`config.mk`:
```
export PLATFORM = sky130hd
export DESIGN_NAME = lns_mul_stage
export DESIGN_NICKNAME = d
export VERILOG_FILES = /design/src/rtl/lns_pkg.sv /design/src/rtl/lns_sat_pack.sv /design/src/rtl/lns_mul_stage.sv
export SDC_FILE = /design/constraint.sdc
export NUM_CORES = 1
export LEC_CHECK = 0
export BUFFER_PORTS_ARGS = -buffer_cell sky130_fd_sc_hd__buf_2
export CELL_PAD_IN_SITES_DETAIL_PLACEMENT = 1
export CELL_PAD_IN_SITES_GLOBAL_PLACEMENT = 1
export CORE_MARGIN = 2
export CORE_UTILIZATION = 35
export CTS_CLUSTER_DIAMETER = 150
export DETAILED_ROUTE_END_ITERATION = 8
export PLACE_DENSITY_LB_ADDON = 0.1
export SLEW_MARGIN = 20
export SYNTH_ARGS = -nofsm -noshare
export SYNTH_HDL_FRONTEND = slang
export SYNTH_HIERARCHICAL = 1
export SYNTH_SLANG_ARGS = --single-unit
```
`constraint.sdc`:
```
create_clock -name clk -period 1.55 [get_ports clk]
set_input_delay 0.0775 -clock clk [delete_from_list [all_inputs] [get_ports clk]]
set_output_delay 0.0775 -clock clk [all_outputs]
set_load 0.005 [all_outputs]
```
`src/rtl/lns_pkg.sv`:
```
// -----------------------------------------------------------------------------
// lns_pkg
// Shared definitions for the 12-bit LNS datapath (multiply stage and adder).
//   LNS word: [11] sign (1 = negative), [10:0] two's-complement log2 magnitude
//   in Q4.7 (128 = 1.0). A log field of 11'h400 encodes zero.
// -----------------------------------------------------------------------------
package lns_pkg;

   localparam int LNS_W  = 12;
   localparam int LOG_W  = 11;
   localparam int FRAC_W = 7;

   typedef struct packed {
      logic             sgn;
      logic [LOG_W-1:0] log;
   } lns_t;

   localparam lns_t LNS_ZERO = 12'h400;
   localparam int   LOG_MAX  = 1023;
   localparam int   LOG_MIN  = -1024;

   // True when the log field carries the zero code, whatever the sign bit.
   function automatic logic lns_is_zero(input lns_t v);
      return (v.log == 11'h400);
   endfunction

endpackage : lns_pkg

```
`src/rtl/lns_sat_pack.sv`:
```
// -----------------------------------------------------------------------------
// lns_sat_pack
// Combinational pack/saturate of a log-domain product.
//   i_sgn     : product sign
//   i_sum     : 12-bit signed sum of the two operand log fields
//   i_zero    : at least one operand was zero
//   o_x       : packed LNS product
//   o_sat_evt : product overflowed or underflowed the log range
// -----------------------------------------------------------------------------
module lns_sat_pack
   import lns_pkg::*;
(
   input  logic                    i_sgn,
   input  logic signed [LNS_W-1:0] i_sum,
   input  logic                    i_zero,
   output lns_t                    o_x,
   output logic                    o_sat_evt
);

   localparam logic signed [LNS_W-1:0] SUM_MAX = LNS_W'(LOG_MAX);
   localparam logic signed [LNS_W-1:0] SUM_MIN = LNS_W'(LOG_MIN);

   // Priority selection: zero operand, overflow, underflow, exact minimum, in range.
   always_comb begin
      o_x       = LNS_ZERO;
      o_sat_evt = 1'b0;
      if (i_zero) begin
         o_x       = LNS_ZERO;
         o_sat_evt = 1'b0;
      end else if (i_sum > SUM_MAX) begin
         o_x       = '{sgn: i_sgn, log: 11'd1023};
         o_sat_evt = 1'b1;
      end else if (i_sum < SUM_MIN) begin
         o_x       = LNS_ZERO;
         o_sat_evt = 1'b1;
      end else if (i_sum == SUM_MIN) begin
         // -1024 is the zero code itself, so it collapses to zero without counting.
         o_x       = LNS_ZERO;
         o_sat_evt = 1'b0;
      end else begin
         o_x       = '{sgn: i_sgn, log: i_sum[LOG_W-1:0]};
         o_sat_evt = 1'b0;
      end
   end

endmodule : lns_sat_pack

```
`src/rtl/lns_mul_stage.sv`:
```
// -----------------------------------------------------------------------------
// lns_mul_stage
// Two-stage valid/ready LNS multiply front end. Forms a*b by log addition with
// saturation and forwards c aligned with the product.
//   clk, rst            : clock, synchronous active-high reset
//   in_valid/in_ready   : operand triple handshake (in_ready is combinational
//                         from out_ready)
//   a_in, b_in, c_in    : LNS operands; c is passed through unmodified
//   out_valid/out_ready : result handshake
//   x_out, y_out        : product and aligned addend, registered
//   sat_cnt, sat_clr    : saturating count of saturated products, and its clear
// -----------------------------------------------------------------------------
module lns_mul_stage
   import lns_pkg::*;
#(
   parameter int CNT_W = 16
) (
   input  logic             clk,
   input  logic             rst,
   input  logic             in_valid,
   output logic             in_ready,
   input  logic [LNS_W-1:0] a_in,
   input  logic [LNS_W-1:0] b_in,
   input  logic [LNS_W-1:0] c_in,
   output logic             out_valid,
   input  logic             out_ready,
   output logic [LNS_W-1:0] x_out,
   output logic [LNS_W-1:0] y_out,
   output logic [CNT_W-1:0] sat_cnt,
   input  logic             sat_clr
);

   lns_t w_a;
   lns_t w_b;
   logic w_s2_en;
   logic w_s1_en;
   logic signed [LNS_W-1:0] w_sum;
   lns_t w_x;
   logic w_sat_evt;

   // Stage 1 registers
   logic                    r_s1_valid;
   logic                    r_s1_sgn;
   logic signed [LNS_W-1:0] r_s1_sum;
   logic                    r_s1_zero;
   logic [LNS_W-1:0]        r_s1_c;

   // Output registers
   logic             r_out_valid;
   logic [LNS_W-1:0] r_x;
   logic [LNS_W-1:0] r_y;
   logic [CNT_W-1:0] r_sat_cnt;

   assign w_a = lns_t'(a_in);
   assign w_b = lns_t'(b_in);

   // An empty stage always loads, so bubbles collapse.
   assign w_s2_en  = !r_out_valid || out_ready;
   assign w_s1_en  = !r_s1_valid || w_s2_en;
   assign in_ready = w_s1_en;

   // Sign-extend each log field to 12 bits so the sum cannot wrap.
   assign w_sum = $signed({w_a.log[LOG_W-1], w_a.log}) + $signed({w_b.log[LOG_W-1], w_b.log});

   lns_sat_pack u_sat_pack (
      .i_sgn     (r_s1_sgn),
      .i_sum     (r_s1_sum),
      .i_zero    (r_s1_zero),
      .o_x       (w_x),
      .o_sat_evt (w_sat_evt)
   );

   // Stage 1: capture sign, log sum, zero flag and addend.
   always_ff @(posedge clk) begin
      if (rst) begin
         r_s1_valid <= 1'b0;
         r_s1_sgn   <= 1'b0;
         r_s1_sum   <= 12'sd0;
         r_s1_zero  <= 1'b0;
         r_s1_c     <= LNS_ZERO;
      end else if (w_s1_en) begin
         r_s1_valid <= in_valid;
         if (in_valid) begin
            r_s1_sgn  <= w_a.sgn ^ w_b.sgn;
            r_s1_sum  <= w_sum;
            r_s1_zero <= lns_is_zero(w_a) || lns_is_zero(w_b);
            r_s1_c    <= c_in;
         end
      end
   end

   // Stage 2: load packed product and aligned addend; hold while stalled.
   always_ff @(posedge clk) begin
      if (rst) begin
         r_out_valid <= 1'b0;
         r_x         <= LNS_ZERO;
         r_y         <= LNS_ZERO;
      end else if (w_s2_en) begin
         r_out_valid <= r_s1_valid;
         if (r_s1_valid) begin
            r_x <= w_x;
            r_y <= r_s1_c;
         end
      end
   end

   // Saturation counter: counts only when a saturated result is actually loaded.
   always_ff @(posedge clk) begin
      if (rst) begin
         r_sat_cnt <= '0;
      end else if (sat_clr) begin
         r_sat_cnt <= '0;
      end else if (w_s2_en && r_s1_valid && w_sat_evt && (r_sat_cnt != {CNT_W{1'b1}})) begin
         r_sat_cnt <= r_sat_cnt + {{(CNT_W-1){1'b0}}, 1'b1};
      end
   end

   assign out_valid = r_out_valid;
   assign x_out     = r_x;
   assign y_out     = r_y;
   assign sat_cnt   = r_sat_cnt;

endmodule : lns_mul_stage

```
**Word level (Yosys, flattened, before mapping)**

Index checks and enable logic that the tools add are counted.

- Register bits after elaboration: 68

- Add/sub/neg operators: 2
- Order comparisons: 2
- Equality and inequality tests: 4
- Multiplexer cells: 7
- Bitwise gates (word level): 1
- Reductions and logical operators: 11

Operators by type and width:

| kind | count |
|---|---|
| $mux W12 | 4 |
| $eq A11 B11 Y1 const B | 2 |
| $add A16 B1 Y16 const B | 1 |
| $ne A16 B16 Y1 const B | 1 |
| $add A11 B11 Y12 | 1 |
| $eq A12 B11 Y1 const B | 1 |
| $gt A12 B11 Y1 const B | 1 |
| $lt A12 B11 Y1 const B | 1 |
| $reduce_and A2 Y1 | 2 |
| $logic_and A1 B1 Y1 | 3 |
| $logic_or A1 B1 Y1 | 3 |
| $mux W1 | 3 |
| $logic_not A1 Y1 | 2 |
| $reduce_or A2 Y1 | 1 |
| $xor A1 B1 Y1 | 1 |

**Depth between registers and ports, before layout**

Gate-level depths: netlist of run 1.

- Depth after elaboration: 6
- Mapped depth: 8
- Gate-level depth less buffers: 8

**Cells and area by module**

Netlist of run 1, hierarchy kept.

Modules (own cells, without submodules):

| module | times used | cells an instance | area each (um^2) |
|---|---|---|---|
| lns_mul_stage | 1 | 374 | 3171.8 |
| lns_sat_pack | 1 | 34 | 176.4 |

**Worst setup path after synthesis of run 1**

OpenSTA, ideal clock, no wires.

- Path kind: input -> register
- Start point: in a_in[0]
- End point: reg r_s1_sum[8]
- Library setup time: 117 ps
- Arrival time: 1553 ps
- Data required time: 1433 ps
- Path slack: -120 ps
- Stages: 7
- Buffers on the path: 0
- Cell sequence: ha_1 -> fa_1 -> a211oi_1 -> o21ai_0 -> a21boi_0 -> xnor2_1 -> a22o_1

- Longest elaborated chain between the ends: 1

RTL lines:

| element | line | text |
|---|---|---|
| start, declared | lns_mul_stage.sv:22 | `input logic [LNS_W-1:0] a_in,` |
| $add A11 B11 Y12 | lns_mul_stage.sv:63 | `assign w_sum = $signed({w_a.log[LOG_W-1], w_a.log}) + $signed({w_b.log[LOG_W-1], w_b.log});` |
| end signal, assigned | lns_mul_stage.sv:85 | `r_s1_sum <= w_sum;` |
| end, declared | lns_mul_stage.sv:44 | `logic signed [LNS_W-1:0] r_s1_sum;` |

No other way between the ends.
A chain may end at the register's enable or synchronous reset.

**Worst setup path in the final report of run 1**

- Start point: reg r_s1_sum[10]
- End point: reg r_sat_cnt[13], in the netlist sat_cnt[13]

- Longest elaborated chain between the ends: 6
- Elaborated cells on any way between the ends: 7

RTL lines:

| element | line | text |
|---|---|---|
| $lt A12 B11 Y1 | lns_sat_pack.sv:33 | `end else if (i_sum < SUM_MIN) begin` |
| $mux W1 | lns_sat_pack.sv:33 |  |
| $mux W1 * | lns_sat_pack.sv:30 | `end else if (i_sum > SUM_MAX) begin` |
| $mux W1 * | lns_sat_pack.sv:27 | `if (i_zero) begin` |
| named net w_sat_evt | lns_mul_stage.sv:39 | `logic w_sat_evt;` |
| $logic_and A1 B1 Y1 * (2 in a row) | lns_mul_stage.sv:113 | `end else if (w_s2_en && r_s1_valid && w_sat_evt && (r_sat_cnt != {CNT_W{1'b1}})) begin` |
| end signal, assigned | lns_mul_stage.sv:114 | `r_sat_cnt <= r_sat_cnt + {{(CNT_W-1){1'b0}}, 1'b1};` |
| end, declared | lns_mul_stage.sv:52 | `logic [CNT_W-1:0] r_sat_cnt;` |

Mark *: on every way through the listed nets, which the timed path passes. The rest lies on a longest branch.

==> results.sh, run 1 <==
export IMPL_rsz0062_at_grt="true"
export IMPL_drt_iter0_markers=57
export IMPL_gp_congestion=0.816
export IMPL_reg2reg_from="r_s1_sum[10]"
export IMPL_crit_required_ns=1.78
export IMPL_critical_path_slowest_cell="dfxtp_2"
export IMPL_hp_start="a_in[11]"
export IMPL_slew_viol_final=0
export IMPL_period_minus_slack_ns=1.58
export IMPL_final_cell_count_no_fill=675
export IMPL_ys_ff_latch=68
export IMPL_crit_start="r_s1_sum[10]"
export IMPL_clock_fmax_mhz=632
export IMPL_violations="negative setup slack"
export IMPL_diodes=0
export IMPL_cp_top_family="simple AND/OR/NAND/NOR gates"
export IMPL_powerDensity_nw_per_um2=928
export IMPL_io_pins=83
export IMPL_cp_cell_sequence="nand2b_4 -> a21oi_4 -> and2_4 -> nand4_4 -> nor4b_4 -> xnor2_1 -> nor2_1"
export IMPL_grt_max_degree=27
export IMPL_dp_cells=644
export IMPL_final_nets=595
export IMPL_ys_flop_type="dfxtp_1"
export IMPL_clock_latency_ns=0.35
export IMPL_maxCapViolations=0
export IMPL_yosysUniqueCellTypes=54
export IMPL_setup_viol=1
export IMPL_hold_path_class="primary input to flop"
export IMPL_ant_nets=0
export IMPL_layout_commonest_cell="nand2_1"
export IMPL_synth_edff_count=0
export IMPL_synth_avg_cell_area_um2=8.21
export IMPL_worst_setup_path_type="flop to flop"
export IMPL_synth_area_um2=3350
export IMPL_grt_pass1_wl_um=16300
export IMPL_layout_common_cells="102 x nand2_1, 82 x buf_2, 63 x dfxtp_1, 57 x a21oi_1, 46 x buf_4"
export IMPL_crit_arrival_ns=1.81
export IMPL_tritoncts="done"
export IMPL_power_leakage_nw=2.02
export IMPL_dieArea_um2=10400
export IMPL_syn_num_nets=462
export IMPL_io_buffers=82
export IMPL_htree_levels=3
export IMPL_preCtsSetupSlack_ns=-0.194
export IMPL_initial_core_util_pct=36.2
export IMPL_grt_overflow=0
export IMPL_fin_ws_ns=-0.0326
export IMPL_die_y_um=102
export IMPL_wl_per_cell_um=14.1
export IMPL_grt_pass1_vias=3343
export IMPL_cts_buffers=9
export IMPL_relSlewSlack_pct=74.7
export IMPL_antenna_found_initial=0
export IMPL_vdd_drop_max_v=0.000422
export IMPL_endpoint_kind="flop"
export IMPL_clk_pin_slew_ns=0.08
export IMPL_layout_drive_gt1_share_pct=34.4
export IMPL_rows=35
export IMPL_root_buffer="clkbuf_8"
export IMPL_start_kind="flop"
export IMPL_post_dp_hpwl_um=7070
export IMPL_syn_instance_count=408
export IMPL_status="finished with violations"
export IMPL_finClkSkew_ns=0.0103
export IMPL_die_w_um=102
export IMPL_max_stage_delay_ns=0.34
export IMPL_wl_um=9510
export IMPL_synthArstFlopShare_pct=0
export IMPL_area_delta_synth_final_pct=41.3
export IMPL_track_usage_pct=19.8
export IMPL_hold_viol=0
export IMPL_yosysWarningCount=6
export IMPL_firstDrtPassIters=4
export IMPL_tightest_slew_ns=0.376
export IMPL_synth_seq_area_share_pct=40.7
export IMPL_cp_buffers_inverters=0
export IMPL_vias=3245
export IMPL_cts_sinks=68
export IMPL_drc=0
export IMPL_cp_max_fo=6
export IMPL_core_area_um2=9240
export IMPL_vias_per_cell=4.81
export IMPL_cts_max_path_buffers=2
export IMPL_finalCritPeriodShare_pct=102
[routing by layer]
layer | global-route usage (%) | wire, um
met3 | 4.07 | 314
met2 | 34.3 | 4720
met5 | 0 | 0
met4 | 5.30 | 106
met1 | 25.0 | 4370
[report_power, final]
part / switching, W / internal [W] / leakage (nW) / total, W
registers: 0.0000590 / 0.00183 / 0.557 / 0.00189
logic: 0.000359 / 0.000354 / 1.34 / 0.000714
clock network: 0.000721 / 0.00107 / 0.120 / 0.00179
total: 0.00114 / 0.00325 / 2.02 / 0.00439
[through the flow]
step	power, W	instance area [um2]	setup TNS, ns	utilization, %	hold WS [ns]
detailed placement	0.00261	4230	-1.66	45.8	0.325
floorplan	0.00233	3380	-0.0213	-	0.195
CTS	0.00444	4680	-0.0852	50.7	0.00810
finish	0.00439	4730	-0.0326	51.2	0.0294
global placement	0.00259	4230	-0.942	45.8	0.299
global route	0.00463	4730	-0.554	51.2	0.0458
[cell families after synthesis]
family                     synth area share (%)
and+or+nand+nor                            27.2
AOI/OAI and AO/OA                          18.0
DFF                                        40.7
buffers and inverters                      3.06
xor gates and xnor gates                   5.75
adders and majority gates                  5.08
muxes                                     0.299
[flip-flops by register name, summed over array words and instances, names as in the netlist]
| register | count |
|---|---|
| r_s1_zero | 1 |
| x_out | 12 |
| r_s1_sum | 12 |
| sat_cnt | 16 |
| r_s1_c | 12 |
| y_out | 12 |
| out_valid | 1 |
| r_s1_sgn | 1 |
| r_s1_valid | 1 |
[cell type report]
type                    count  area (um2)
clock buffers              10         128
clock inverters             6         113
fillers                  1149        4510
inverters                   3        13.8
multi-input cells         316        2020
flip-flops and latches     68        1370
well taps                 129         161
repair buffers            143         926
[final timing paths]
kind,to,slack [ns],depth (start not counted)
hold reg to reg,y_out[4],0.45,2
setup / recovery,sat_cnt[13],-0.03,7
setup reg to reg,sat_cnt[13],-0.03,7
hold / removal,r_s1_sgn,0.03,3
[what timing repair did]
action	CTS	global route
hold buffers	13	0
gates resized for setup	14	13
hold endpoints to repair	13	0
pin swaps	9	9
endpoints found under the setup margin	17	39
buffers inserted	1	1
[tightest hold or removal path, delay by kind of cell]
kind	cells	cell delay [ns]
xor gates and xnor gates	1	0.10
buffers and inverters	1	0.08
AOI/OAI and AO/OA	1	0.06
[synthesized netlist by cell type, drive strengths merged, types with 6 or more instances]
cell type    n  area (um2)
nand2      104         390
dfxtp       68        1360
a21oi       59         299
nor2        24        90.1
clkbuf      14        52.6
ha          12         150
xnor2       11        96.3
xor2        11        96.3
and2         7        43.8
buf          7        38.8
nor3         7        35.0
o21ai        7        38.8
and3         6        47.5
nor4b        6        65.1
(Power assumes the default switching activity.)
==> run 2, diff against run 1 <==
--- a/config.mk
+++ b/config.mk
@@ -5,11 +5,12 @@
 export SDC_FILE = /design/constraint.sdc
 export NUM_CORES = 1
 export LEC_CHECK = 0
+export ABC_AREA = 1
 export BUFFER_PORTS_ARGS = -buffer_cell sky130_fd_sc_hd__buf_2
 export CELL_PAD_IN_SITES_DETAIL_PLACEMENT = 1
 export CELL_PAD_IN_SITES_GLOBAL_PLACEMENT = 1
 export CORE_MARGIN = 2
-export CORE_UTILIZATION = 35
+export CORE_UTILIZATION = 34
 export CTS_CLUSTER_DIAMETER = 150
 export DETAILED_ROUTE_END_ITERATION = 8
 export PLACE_DENSITY_LB_ADDON = 0.1
==> results.sh, run 2 <==
export IMPL_status="finished, final reports clean"
export IMPL_synth_edff_count=0
export IMPL_track_usage_pct=19.8
export IMPL_endpoint_kind="flop"
export IMPL_power_leakage_nw=2.37
export IMPL_fin_ws_ns=0.0406
export IMPL_setup_viol=0
export IMPL_clock_latency_ns=0.35
export IMPL_dieArea_um2=11600
export IMPL_yosysWarningCount=6
export IMPL_cts_sinks=68
export IMPL_max_stage_delay_ns=0.35
export IMPL_yosysTopAreaCell="dfxtp_1"
export IMPL_finalCritPeriodShare_pct=97.4
export IMPL_final_nets=732
export IMPL_ys_flop_type="dfxtp_1"
export IMPL_initial_core_util_pct=35.2
export IMPL_start_kind="flop"
export IMPL_placed_area_um2=4460
export IMPL_hold_viol=0
export IMPL_final_util_pct=47.2
export IMPL_hold_path_class="primary input to flop"
export IMPL_clk_pin_slew_ns=0.08
export IMPL_synth_top_area_share_pct=37.2
export IMPL_clock_fmax_mhz=663
export IMPL_crit_arrival_ns=1.79
export IMPL_die_y_um=108
export IMPL_grt_overflow=0
export IMPL_cp_buffers_inverters=3
export IMPL_cts_buffers=9
export IMPL_maxCapViolations=0
export IMPL_synth_compound_area_share_pct=12.2
export IMPL_io_buffers=82
export IMPL_period_minus_slack_ns=1.51
export IMPL_critical_path_slowest_cell="dfxtp_2"
export IMPL_rsz0062_at_grt="true"
export IMPL_firstDrtPassIters=4
export IMPL_gp_congestion=0.833
export IMPL_diodes=0
export IMPL_io_pins=83
export IMPL_fin_area_um2=4920
export IMPL_grt_pass1_vias=3877
export IMPL_crit_required_ns=1.83
export IMPL_synthArstFlopShare_pct=0
export IMPL_area_delta_synth_final_pct=34.2
export IMPL_cts_max_path_buffers=2
export IMPL_final_cell_count_no_fill=819
export IMPL_drc=0
export IMPL_cp_top_family="flip-flops"
export IMPL_drt_iter0_markers=102
export IMPL_power_w=0.00434
export IMPL_wl_um=11400
export IMPL_worst_setup_path_type="flop to flop"
export IMPL_post_dp_hpwl_um=8230
export IMPL_synth_adder_area_share_pct=4.64
export IMPL_synth_xor_area_share_pct=4.06
export IMPL_powerDensity_nw_per_um2=882
export IMPL_cp_cell_sequence="ha_4 -> nand2_4 -> nor2_4 -> inv_2 -> nor2_4 -> inv_2 -> o21bai_4 -> buf_6 -> nand2_1 -> a21oi_2"
export IMPL_synth_seq_area_share_pct=37.2
export IMPL_synth_simple_area_share_pct=33.6
export IMPL_preCtsSetupSlack_ns=-0.174
export IMPL_finClkSkew_ns=0.0153
export IMPL_core_area_um2=10400
export IMPL_relSlewSlack_pct=79.9
export IMPL_largest_reg_flops=16
export IMPL_cp_max_fo=7
export IMPL_synth_avg_cell_area_um2=6.67
export IMPL_vias=3902
export IMPL_yosys_cell_count_top_type="nor2_1"
export IMPL_ys_ff_latch=68
export IMPL_htree_levels=3
export IMPL_synth_top_family_by_area="simple AND/OR/NAND/NOR gates"
export IMPL_rows=37
export IMPL_tritoncts="done"
export IMPL_grt_pass1_wl_um=18200
export IMPL_syn_num_nets=603
export IMPL_wl_per_cell_um=13.9
export IMPL_synth_mux_area_share_pct=0
export IMPL_dp_cells=787
export IMPL_synth_area_um2=3660
export IMPL_antenna_found_initial=0
export IMPL_layout_commonest_cell="nor2_1"
export IMPL_root_buffer="clkbuf_8"
export IMPL_tightest_slew_ns=0.298
export IMPL_syn_instance_count=549
export IMPL_synth_area_leaders="dfxtp_1 37%, nor2_1 13%, nand2_1 12%"
export IMPL_slew_viol_final=0
export IMPL_yosysUniqueCellTypes=28
export IMPL_vias_per_cell=4.76
export IMPL_layout_drive_gt1_share_pct=27.5
export IMPL_layout_common_cells="120 x nor2_1, 109 x nand2_1, 82 x buf_2, 63 x dfxtp_1, 53 x inv_1"
export IMPL_vdd_drop_max_v=0.000416
export IMPL_ant_nets=0
export IMPL_grt_max_degree=26
export IMPL_die_w_um=108
export IMPL_synth_common_cells="127 x nor2_1, 116 x nand2_1, 68 x dfxtp_1"
## run 2: metrics by stage
stage	hold slack, ns	setup TNS (ns)
2_1_floorplan	0.191	0
3_3_place_gp	0.287	-1.55
3_5_place_dp	0.287	-2.28
4_1_cts	0.00773	0
5_1_grt	0.0321	-0.197
6_report	0.0334	0
## run 2: worst reg2reg max path, cell delays in order (launching register included)
cell	delay (ns)
dfxtp_2	0.35
ha_4	0.15
nand2_4	0.06
nor2_4	0.12
inv_2	0.05
nor2_4	0.09
inv_2	0.07
o21bai_4	0.20
buf_6	0.17
nand2_1	0.07
a21oi_2	0.12
## run 2: final timing paths
check	from	end	slack, ns	depth (start not counted)
setup reg to reg	sat_cnt[1]	sat_cnt[5]	0.04	10
setup / recovery	sat_cnt[1]	sat_cnt[5]	0.04	10
hold reg to reg	r_s1_c[10]	y_out[10]	0.47	2
hold / removal	c_in[9]	r_s1_c[9]	0.03	3
## run 2: logic make-up (layout without fill, tap and decap cells)
family,after synthesis,count (layout)
adder cells (fa/ha/maj),13,13
buffers and inverters,76,209
XOR/XNOR,17,17
AND/OR/NAND/NOR,297,298
flip-flops,68,68
AO/OA/AOI/OAI,78,78
## run 2: timing repair
action | 4_1_cts | 5_1_grt
hold endpoints to repair | 12 | 0
pin swaps | 0 | 16
gates resized for setup | 1 | 30
cloned | 0 | 1
buffers inserted | 0 | 4
setup endpoints to repair | 15 | 16
hold buffers | 11 | 0
## run 2: layout make-up
class | count | area [um2]
Inverter | 58 | 218
Tap cell | 136 | 170
Clock buffer | 10 | 128
Fill cell | 1419 | 5500
Clock inverter | 6 | 88.8
Multi-Input combinational cell | 406 | 2090
Sequential cell | 68 | 1370
Timing Repair Buffer | 135 | 860
## run 2: report_power, final
part | leakage (nW) | switching [W] | total [W] | internal (W)
Sequential | 0.562 | 0.0000703 | 0.00192 | 0.00185
Combinational | 1.70 | 0.000462 | 0.000810 | 0.000348
Clock | 0.102 | 0.000697 | 0.00160 | 0.000906
Total | 2.37 | 0.00123 | 0.00434 | 0.00311
## run 2: layer usage
layer / global-route usage (%) / share of wire [%]
met1: 23.2 / 44
met2: 35.9 / 52
met3: 4.12 / 3.1
met4: 5.95 / 1.4
met5: 0 / 0
